==> src/rtl/regfile_mp.sv <==
// regfile_mp: multi-port register file with same-cycle write bypass,
// optional hardwired zero register and a per-register busy scoreboard.
module regfile_mp #(
   parameter int DATA_WIDTH  = 32,
   parameter int ADDR_WIDTH  = 5,
   parameter int READ_PORTS  = 2,
   parameter int WRITE_PORTS = 2,
   parameter int ZERO_REG    = 1
) (
   input  logic                              clock,
   input  logic                              reset,
   input  logic [WRITE_PORTS-1:0]            wr_en,
   input  logic [WRITE_PORTS*ADDR_WIDTH-1:0] wr_addr,
   input  logic [WRITE_PORTS*DATA_WIDTH-1:0] wr_data,
   input  logic [WRITE_PORTS-1:0]            wr_clear,
   input  logic [READ_PORTS*ADDR_WIDTH-1:0]  rd_addr,
   output logic [READ_PORTS*DATA_WIDTH-1:0]  rd_data,
   output logic [READ_PORTS-1:0]             rd_busy,
   input  logic                              set_en,
   input  logic [ADDR_WIDTH-1:0]             set_addr
);

   localparam int DEPTH = 2**ADDR_WIDTH;

   logic [DATA_WIDTH-1:0] regs_q [DEPTH];
   logic [DATA_WIDTH-1:0] regs_d [DEPTH];
   logic [DEPTH-1:0]      busy_q;
   logic [DEPTH-1:0]      busy_d;
   logic [DEPTH-1:0]      clr_v;   // registers whose busy bit is cleared this cycle

   // Write ports in ascending order so the highest-numbered port wins
   always_comb begin
      regs_d = regs_q;
      clr_v  = '0;
      for (int unsigned p = 0; p < WRITE_PORTS; p++) begin
         if (wr_en[p] &&
             !((ZERO_REG != 0) && (wr_addr[p*ADDR_WIDTH +: ADDR_WIDTH] == '0))) begin
            regs_d[wr_addr[p*ADDR_WIDTH +: ADDR_WIDTH]] = wr_data[p*DATA_WIDTH +: DATA_WIDTH];
            clr_v[wr_addr[p*ADDR_WIDTH +: ADDR_WIDTH]]  = wr_clear[p];
         end
      end
   end

   // Busy next state: a new issue (set) beats a retiring write (clear)
   always_comb begin
      busy_d = busy_q & ~clr_v;
      if (set_en) begin
         busy_d[set_addr] = 1'b1;
      end
      if (ZERO_REG != 0) begin
         busy_d[0] = 1'b0;
      end
   end

   // State register; reset clears data and busy and discards that cycle's writes
   always_ff @(posedge clock) begin
      if (reset) begin
         regs_q <= '{default: '0};
         busy_q <= '0;
      end else begin
         regs_q <= regs_d;
         busy_q <= busy_d;
      end
   end

   // Combinational read ports with bypass from the highest matching write port
   always_comb begin
      rd_data = '0;
      rd_busy = '0;
      for (int unsigned r = 0; r < READ_PORTS; r++) begin
         if (!reset &&
             !((ZERO_REG != 0) && (rd_addr[r*ADDR_WIDTH +: ADDR_WIDTH] == '0))) begin
            rd_data[r*DATA_WIDTH +: DATA_WIDTH] = regs_q[rd_addr[r*ADDR_WIDTH +: ADDR_WIDTH]];
            rd_busy[r] = busy_q[rd_addr[r*ADDR_WIDTH +: ADDR_WIDTH]] &
                         ~clr_v[rd_addr[r*ADDR_WIDTH +: ADDR_WIDTH]];
            for (int unsigned p = 0; p < WRITE_PORTS; p++) begin
               if (wr_en[p] &&
                   (wr_addr[p*ADDR_WIDTH +: ADDR_WIDTH] == rd_addr[r*ADDR_WIDTH +: ADDR_WIDTH])) begin
                  rd_data[r*DATA_WIDTH +: DATA_WIDTH] = wr_data[p*DATA_WIDTH +: DATA_WIDTH];
               end
            end
         end
      end
   end

endmodule

==> config.mk <==
export PLATFORM = sky130hd
export DESIGN_NAME = regfile_mp
export DESIGN_NICKNAME = d
export VERILOG_FILES = /design/src/rtl/regfile_mp.sv
export SDC_FILE = /design/constraint.sdc
export NUM_CORES = 2
export LEC_CHECK = 0
export CAP_MARGIN = 10
export CORE_ASPECT_RATIO = 1.5
export CORE_MARGIN = 2
export CORE_UTILIZATION = 60
export CTS_CLUSTER_DIAMETER = 120
export DETAILED_ROUTE_END_ITERATION = 8
export PLACE_DENSITY = 0.77
export SYNTH_ARGS = -nofsm -noshare
export SYNTH_HDL_FRONTEND = slang
export SYNTH_SLANG_ARGS = --single-unit
==> constraint.sdc <==
create_clock -name clock -period 6.48 [get_ports clock]
set_clock_uncertainty 0.05 [all_clocks]
set_input_delay 1.296 -clock clock [delete_from_list [all_inputs] [get_ports clock]]
set_output_delay 1.296 -clock clock [all_outputs]
set_load 0.02 [all_outputs]
==> metrics <==
Area Growth Syn to Fin 9.54%; nets approximately 6200; Netlist Area Pre-Place around 65000 µm²; # resized after CTS 0; worst-margin pin slew around 1300 ps; initial antenna violation count 5; CTS tree done; H-tree depth 3; share of synthesized registers carrying an async set or reset 0%; IR drop worst, VDD 0.212 mV; synthesized netlist cell count 6477; final antenna-violating net count 0; status finished clean; Setup WS post-layout between 200 and 300 ps; most frequent cells in the layout nor2_1, dfxtp_1, mux2i_1; worst hold endpoint regs_q[994]$_SDFF_PP0_; combinational share of power ~12%; cell row count between 100 and 150; Num CTS Buffers slightly below 100; Seq/Total Area, Yosys roughly 32%; IO Count between 150 and 200; all-layer global routing usage roughly 46%; Main synth FF type dfxtp_1; worst hold start regs_q[994]$_SDFF_PP0_; Vias between 50000 and 60000; Tot Pwr 14.9 mW; clk slew on worst S/H paths roughly 70 ps; setup tns final 0 ps; Post-CTS Setup Bufs 0; vias per std cell approximately 7.8; met2 Use GR approximately 65%; final routed DRC violation total 0; vias in the first global route slightly below 60000; RSZ-0062 raised after global routing false; Place WS ~290 ps; internal power between 10 and 15 mW; DPL Wire Length between 100000 and 150000 µm; clock tree root driver cell clkbuf_16; RR Startpoint regs_q[956]$_SDFF_PP0_; R2R Path End regs_q[956]$_SDFF_PP0_; Leak approximately 26 nW; Yosys top cell by area dfxtp_1; CTS Buffer Depth 3; Crit. End Element primary output; WP data required 5130 ps; Slew HR 9.80%; critical path type in -> out; final std cells w/o fill approximately 7600; Hold Path Stages 1; violation count after the first detailed-route iteration 11300; worst hold slack around 430 ps; Slew Limit Fails 0; largest net degree at the start of global routing between 200 and 250; Fin. Hold Viols 0; EDFF count, synth 0; Tmin final around 6200 ps; Die Y slightly above 400 µm; Synth Area per Inst between 10 and 15 µm²; DIE AREA approximately 110000 µm²; final core utilization between 60 and 70%; Clock power frac 42.7%; Setup Viol. Count Final 0; Power Density 209 nW/µm²; Unique masters post-synth 64; worst skew pair latency 760 ps; DRT Pass-1 Iters 9; grt ovf 0; P_sw just over 4 mW; flops & latches, synth 1055; commonest non-fill, non-tap cell in the layout nor2_1; Warnings, synthesis 0; CTS hold repair buffers 0; Global Route met1 Usage a little under three fifths; placed cell area around 68000 µm²; routability cong. around 0.97; area of the core roughly 110000 µm²; Worst EP arrival 4870 ps; r2r setup slk approximately 5500 ps; crit path launch type primary input; Routed WL per cell between 30 and 40 µm; Die X ~270 µm; Reg power frac between 40% and 50%; layout cells sized above 1 between 15 and 20%; CP max FO 12; final wirelength approximately 260000 µm; Worst R2R Path Depth 2; Synthesized Nets approximately 6600; GR peak layer met2; Post-Place Cells 7411; first-pass GRT wire length 380000 µm; CTS sink cnt ~1100; quantity of I/O buffers inserted on ports roughly 160; GR Util met3 approximately 18%; Initial Util around 60%; fmax around 160 MHz; sw frac between 20% and 30%; top cells by area, synth dfxtp_1, mux4_2, mux2i_1; HP Class reg -> reg; post-synth top area share between 30% and 40%; Max Cap Violations 0; Post-Layout Inst Area around 70000 µm²; Tcrit/Tclk final 95.9%
[kinds of logic (layout without fill, tap and decap cells)]
family / count (synthesis) / in the layout / synth area share [%]
AOI/OAI and AO/OA: 1301 / 1301 / 14.8
xor gates and xnor gates: 20 / 20 / 0.269
buffers and inverters: 918 / 612 / 5.63
DFF: 1055 / 1055 / 32.4
muxes: 1549 / 1549 / 36.5
other: 0 / 5 / 0
and+or+nand+nor: 1634 / 1634 / 10.4
[power groups by stage]
stage / Sequential, mW / Combinational, mW / Clock [mW]
after floorplan: 6.81 / 1.14 / 0
after detailed placement: 6.84 / 1.76 / 0
after global routing: 6.71 / 1.88 / 6.56
after global placement: 6.83 / 1.74 / 0
after CTS: 6.69 / 1.76 / 6.31
final: 6.70 / 1.84 / 6.37
[worst max-delay path: stages]
cell	delay [ps]
clkdlybuf4s50_1	800
nand2b_1	320
or3_1	270
nor3_1	90
or3b_2	450
a311o_1	360
a211o_1	260
a31oi_1	340
clkdlybuf4s50_1	690
[synthesized netlist by cell type (all sizes together) (4+ instances only)]
| library cell | number |
|---|---|
| nor2 | 1075 |
| dfxtp | 1055 |
| mux2i | 883 |
| a211oi | 805 |
| mux4 | 662 |
| clkbuf | 651 |
| nand2 | 265 |
| buf | 257 |
| a311oi | 194 |
| nand3 | 170 |
| o21ai | 101 |
| a21oi | 69 |
| a21o | 67 |
| nor2b | 42 |
| a22oi | 29 |
| xor2 | 16 |
| nor3 | 13 |
| a31oi | 9 |
| inv | 9 |
| nand2b | 8 |
| nor4 | 8 |
| nor3b | 6 |
| or3 | 6 |
| a32oi | 5 |
| and2 | 5 |
| nand3b | 5 |
| and4b | 4 |
| mux2 | 4 |
| nand4b | 4 |
| xnor2 | 4 |
[sequential cells by signal, indices dropped and copies added, names as in the netlist]
name,flops
regs_q,1024
busy_q,31
[final cells by class]
class / instances / area (µm²)
clock buffers: 141 / 2900
fillers: 8115 / 36800
inverters: 10 / 47.5
flip-flops and latches: 1055 / 21100
clock inverters: 44 / 566
diodes: 5 / 12.5
multi-input cells: 4504 / 40900
well taps: 1425 / 1780
repair buffers: 417 / 4010
[how the worst max path moves through the flow]
stage / to / cells past startpoint / start / slack (ps)
after floorplan: rd_data[10] / 8 / rd_addr[0] / 1710
after CTS: rd_busy[0] / 9 / wr_addr[3] / 270
final: rd_busy[0] / 9 / wr_addr[3] / 260
after global routing: rd_busy[0] / 9 / wr_addr[3] / 160
after detailed placement: rd_busy[0] / 9 / wr_addr[3] / 290
after global placement: rd_busy[0] / 9 / wr_addr[3] / 280
[routing by layer]
metal / vias to the layer above / wire [µm]
li1: 23800 / -
met1: 28900 / 86300
met2: 5466 / 109000
met3: 1575 / 41800
met4: 4 / 24600
met5: - / 49
(Power assumes the default switching activity.)
